$ cat config.mk
export PLATFORM = sky130hd
export DESIGN_NAME = led_pattern_sequencer
export DESIGN_NICKNAME = d
export VERILOG_FILES = /design/src/rtl/led_seq_pkg.sv /design/src/rtl/tick_gen.sv /design/src/rtl/led_pattern_sequencer.sv
export SDC_FILE = /design/constraint.sdc
export NUM_CORES = 1
export LEC_CHECK = 0
export BUFFER_PORTS_ARGS = -buffer_cell sky130_fd_sc_hd__clkbuf_2
export CORE_MARGIN = 4
export CORE_UTILIZATION = 53
export CTS_CLUSTER_DIAMETER = 80
export CTS_CLUSTER_SIZE = 8
export DETAILED_ROUTE_END_ITERATION = 12
export PLACE_DENSITY = 0.75
export SYNTH_ARGS = -nofsm -noshare
export SYNTH_HDL_FRONTEND = slang
export SYNTH_SLANG_ARGS = --single-unit
$ cat constraint.sdc
create_clock -name i_clk -period 1.8 [get_ports i_clk]
set_input_delay 0.09 -clock i_clk [delete_from_list [all_inputs] [get_ports i_clk]]
set_output_delay 0.09 -clock i_clk [all_outputs]
set_load 0.05 [all_outputs]
$ cat src/rtl/led_seq_pkg.sv
// led_seq_pkg: shared mode encodings for the LED pattern sequencer.
// Imported by led_pattern_sequencer and its testbench.
package led_seq_pkg;

  localparam int MODE_W = 2;

  typedef enum logic [MODE_W-1:0] {
    MODE_COUNT = 2'd0,
    MODE_SCAN  = 2'd1,
    MODE_BLINK = 2'd2,
    MODE_FILL  = 2'd3
  } mode_e;

endpackage

$ cat src/rtl/tick_gen.sv
// tick_gen: prescaler emitting a one-cycle tick every INPUT_CLOCK/OUTPUT_HZ
// enabled cycles; i_clr restarts the interval from zero.
module tick_gen #(
  parameter int INPUT_CLOCK = 27000000,
  parameter int OUTPUT_HZ   = 2
) (
  input  logic i_clk,
  input  logic i_rst_n,
  input  logic i_en,
  input  logic i_clr,
  output logic o_tick
);

  localparam int DIV = INPUT_CLOCK / OUTPUT_HZ;
  localparam int CW  = (DIV > 1) ? $clog2(DIV) : 1;
  localparam logic [CW-1:0] LAST = CW'(DIV - 1);

  if (DIV < 2) begin : g_div_check
    $error("tick_gen: INPUT_CLOCK/OUTPUT_HZ must be >= 2");
  end

  logic [CW-1:0] count;
  logic          wrap;

  assign wrap   = (count == LAST);
  assign o_tick = i_en && !i_clr && wrap;

  always_ff @(posedge i_clk or negedge i_rst_n) begin
    if (!i_rst_n) begin
      count <= '0;
    end else if (i_clr) begin
      count <= '0;
    end else if (i_en) begin
      count <= wrap ? '0 : count + CW'(1);
    end
  end

endmodule

$ cat src/rtl/led_pattern_sequencer.sv
// led_pattern_sequencer: steps a selectable LED pattern at STEP_HZ.
// Define LED_SEQ_CMD_IMMEDIATE_EN to apply commands without waiting for a tick.
import led_seq_pkg::*;

module led_pattern_sequencer #(
  parameter int INPUT_CLOCK = 27000000,
  parameter int STEP_HZ     = 2,
  parameter int LED_WIDTH   = 6,
  parameter int ACTIVE_LOW  = 1
) (
  input  logic              i_clk,
  input  logic              i_rst_n,
  input  logic              i_cmd_valid,
  input  logic [MODE_W-1:0] i_cmd_mode,
  output logic              o_cmd_ready,
  input  logic              i_pause,
  output logic              o_step,
  output logic [MODE_W-1:0] o_mode,
  output logic [LED_WIDTH-1:0] o_leds
);

  localparam int W = LED_WIDTH;

  if (W < 2) begin : g_width_check
    $error("led_pattern_sequencer: LED_WIDTH must be >= 2");
  end

  logic         tick;
  logic         accept;
  logic         clr;
  logic         pending;
  logic         step_q;
  logic         dir;
  logic         dir_next;
  mode_e        mode;
  logic [W-1:0] pattern;
  logic [W-1:0] pat_next;

  function automatic logic [W-1:0] init_pat(input mode_e m);
    return (m == MODE_SCAN) ? W'(1) : '0;
  endfunction

  tick_gen #(
    .INPUT_CLOCK(INPUT_CLOCK),
    .OUTPUT_HZ  (STEP_HZ)
  ) u_tick (
    .i_clk  (i_clk),
    .i_rst_n(i_rst_n),
    .i_en   (!i_pause),
    .i_clr  (clr),
    .o_tick (tick)
  );

  // dir = 1 means the scan dot moves toward the MSB
  always_comb begin
    pat_next = pattern;
    dir_next = dir;
    unique case (mode)
      MODE_COUNT: pat_next = pattern + W'(1);
      MODE_SCAN: begin
        if (dir) begin
          if (pattern[W-1]) begin
            pat_next = pattern >> 1;
            dir_next = 1'b0;
          end else begin
            pat_next = pattern << 1;
          end
        end else begin
          if (pattern[0]) begin
            pat_next = pattern << 1;
            dir_next = 1'b1;
          end else begin
            pat_next = pattern >> 1;
          end
        end
      end
      MODE_BLINK: pat_next = ~pattern;
      MODE_FILL:
        pat_next = (&pattern) ? '0 : {pattern[W-2:0], 1'b1};
      default: pat_next = pattern;
    endcase
  end

`ifdef LED_SEQ_CMD_IMMEDIATE_EN
  assign accept  = i_cmd_valid;
  assign clr     = accept;
  assign pending = 1'b0;

  always_ff @(posedge i_clk or negedge i_rst_n) begin
    if (!i_rst_n) begin
      mode    <= MODE_COUNT;
      pattern <= '0;
      dir     <= 1'b1;
    end else if (accept) begin
      mode    <= mode_e'(i_cmd_mode);
      pattern <= init_pat(mode_e'(i_cmd_mode));
      dir     <= 1'b1;
    end else if (tick) begin
      pattern <= pat_next;
      dir     <= dir_next;
    end
  end
`else
  mode_e pending_mode;

  assign accept = i_cmd_valid && !pending;
  assign clr    = 1'b0;

  always_ff @(posedge i_clk or negedge i_rst_n) begin
    if (!i_rst_n) begin
      pending      <= 1'b0;
      pending_mode <= MODE_COUNT;
    end else if (tick && pending) begin
      pending      <= 1'b0;
    end else if (accept) begin
      pending      <= 1'b1;
      pending_mode <= mode_e'(i_cmd_mode);
    end
  end

  always_ff @(posedge i_clk or negedge i_rst_n) begin
    if (!i_rst_n) begin
      mode    <= MODE_COUNT;
      pattern <= '0;
      dir     <= 1'b1;
    end else if (tick) begin
      if (pending) begin
        mode    <= pending_mode;
        pattern <= init_pat(pending_mode);
        dir     <= 1'b1;
      end else begin
        pattern <= pat_next;
        dir     <= dir_next;
      end
    end
  end
`endif

  always_ff @(posedge i_clk or negedge i_rst_n) begin
    if (!i_rst_n) step_q <= 1'b0;
    else          step_q <= tick;
  end

  assign o_cmd_ready = !pending;
  assign o_step      = step_q;
  assign o_mode      = mode;
  assign o_leds      = (ACTIVE_LOW != 0) ? ~pattern : pattern;

endmodule
==> impl_results.md <==
- # rows: 22
- Clk_skew: 0.0135 ns
- DR vias: 1753
- Drt pass-1 iters: 4
- Critical Path End Type: register
- Met2 WL: 2090 µm
- # IOs: 16
- Met3 WL: 249 µm
- Final min period: 1.71 ns
- Clock transition at path regs: about 0.09 ns
- Worst Max-Slew Pin Slew: 0.495 ns
- Synth cell count leaders: dfrtp_1, nor2_1, nand2_1, a21oi_1
- Final Net Count: 269
- Post-synth EDFFs: 0
- Initial core utilization: 55.9%
- Drt drc: 0
- Layout cells sized above 1: 24.1%
- Largest net degree at the start of global routing: 38
- Die Span Y: 70.6 µm
- Peak VDD IR: 713 µV
- RSZ-0062 raised after global routing: no
- Buffer depth of the longest clock path: 2
- Mapped Cells: 223
- Status: complete, no violations
- Syn Std Cell Area: 2080 µm²
- Via density: 5.67
- Seq/Total Area, Yosys: between 40 and 50%
- Post-CTS setup buffer count: 0
- Gr usage total: approximately a fifth
- Worst Setup Path Type: reg -> reg
- DP HPWL: 3150 µm
- Synth Register Bits: 37
- Drt initial violations: 230
- Max-slew violations: 0
- Buffers on Ports: 15
- Ys Warns: 0
- Antenna diode count: 0
- Maximum capacitance violations: 0
- Grt ovf: 0
- CP arrival: 1.89 ns
- Routed Antenna Nets: 0
- Max_slew headroom: 67.0%
- Leak Pwr: 1.11 nW
- DR WL/cell: 14.3 µm
- Skew-Pair Late Insertion Delay: 0.30 ns
- Post-synth top area cell: dfrtp_1
- Vias in the first global route: 1784
- RD Place Congestion: 0.962
- Pwr Density: 801 nW/µm²
- Filler cell count: 297
- Crit start category: register
- Setup Viol. Count Final: 0
- Design area: 2460 µm²
- Worst EP required: 1.98 ns
- Root Buffer Master: clkbuf_8
- Final TNS setup: 0 ns
- Hold Vio Cnt, Final: 0
- Top Metal Used: met4
- Clk sinks: 37
- Syn_nets: 232
- Top-area cell type share of the netlist area: 43.4%
- CTS tree: done
- Met1 Wirelength: 2030 µm
- H-tree depth: 2
- Area Growth Syn to Fin: 18.3%
- Final period util: 94.8%
- Die width: 70.6 µm
- DIE AREA: between 4000 and 5000 µm²
- Synth cell types: 48
- Placeable Area: 3720 µm²
- Syn Area/Cell: a little over 9 µm²
- TritonCTS buffer count: 5
- Top_reg_cell synth: dfrtp_1
- Top cells by area, synth: dfrtp_1, nor2_1, xor2_1, nand2_1, a21oi_1
- Top-count cell post-synth: dfrtp_1
- Async set-or-reset flop fraction in the synthesized netlist: 100%
- Total wire length: 4430 µm
- Antenna violations before repair: 0
- First-pass GRT wire length: between 8000 and 9000 µm
- Peak fanout along the critical path: 7
- Placed inst area: 2330 µm²
- Hold WC Path Type: in -> reg
- Achievable Freq: 586 MHz
==> kinds of logic (layout without fill, tap and decap cells) <==
logic type | Yosys count | count (layout) | share of synthesized area [%]
simple gates | 95 | 95 | 24.4
buf+inv | 19 | 57 | 4.40
mux | 7 | 7 | 3.67
fa+ha+maj | 3 | 3 | 1.81
flops | 37 | 37 | 44.6
xor+xnor | 20 | 20 | 8.43
compound gates | 42 | 42 | 12.7
==> power by group <==
group	total, W	internal (W)	switching (W)
Sequential	0.000991	0.000908	0.0000830
Clock	0.000734	0.000415	0.000319
Combinational	0.000244	0.000121	0.000123
Total	0.00197	0.00144	0.000525
==> worst paths after layout <==
kind	from	endpoint	slack (ns)	depth (start not counted)
max	u_tick.count[1]	o_mode[0]	0.09	6
min	i_cmd_valid	pending	0.02	2
max reg2reg	u_tick.count[1]	o_mode[0]	0.09	6
min reg2reg	u_tick.count[20]	u_tick.count[20]	0.51	1
max in group asynchronous	i_rst_n	dir	1.07	3
min in group asynchronous	i_rst_n	u_tick.count[4]	0.37	3
==> worst max-delay path, cell delays in order (launching register included) <==
cell and delay (ns):
dfrtp_1 0.38, ha_1 0.18, nand2b_1 0.08, nor2_1 0.18, and4_2 0.34, nand2_2 0.10
mux2_1 0.34
==> per-stage QoR <==
step	util (%)	cells	total power (W)	setup slack [ns]	hold slack (ns)
2_1_floorplan	-	223	0.00113	0.000371	-0.206
3_3_place_gp	62.7	300	0.00124	0.113	0.162
3_5_place_dp	62.7	300	0.00125	0.0282	0.165
4_1_cts	66.1	309	0.00198	0.0242	0.0195
5_1_grt	66.1	309	0.00207	0.000829	0.0249
6_report	66.1	309	0.00197	0.0940	0.0217
==> repair_timing <==
action	4_1_cts	5_1_grt
setup endpoints to repair	0	2
hold endpoints to repair	36	0
gates resized for setup	0	1
hold buffers	1	0
==> final cells by class <==
cell class | instances | area, µm² | area share (%)
repair buffers | 39 | 258 | 10.5
clock inverters | 3 | 46.3 | 1.88
well taps | 48 | 60.1 | 2.44
inverters | 10 | 37.5 | 1.53
clock buffers | 5 | 68.8 | 2.80
multi-input cells | 167 | 1060 | 43.1
flip-flops and latches | 37 | 927 | 37.7
==> placed cells by master, fill, tap and decap left out, types with 2 or more instances in the layout <==
master and count:
mux2_1 2, dfrtp_1 36, inv_1 10, mux2_2 3, nor3_1 4, o21ai_0 11
nand2b_1 2, xor2_1 12, a211oi_1 2, clkbuf_8 5, buf_4 23, nand3_1 12
or3_1 2, nor4_2 3, ha_1 3, a31oi_1 3, or2_2 3, nand4_2 2
and4_1 2, nor2_1 28, mux2i_1 2, a21oi_1 14, clkbuf_2 15, nand2_1 21
and3_1 3, a21o_1 2, xnor2_1 8, nand4_1 4
==> per-layer routing <==
metal / track usage, % / vias up
li1: - / 857
met1: 26.8 / 835
met2: 32.5 / 54
met3: 3.98 / 7
met4: 6.47 / 0
met5: 0 / -
==> flip-flops by register name (all words and copies together) (netlist names) <==
signal        cells
o_mode            2
pending_mode      2
pattern           6
dir               1
pending           1
u_tick.count     24
o_step            1
No activity file was read; power rests on OpenSTA's default activity.
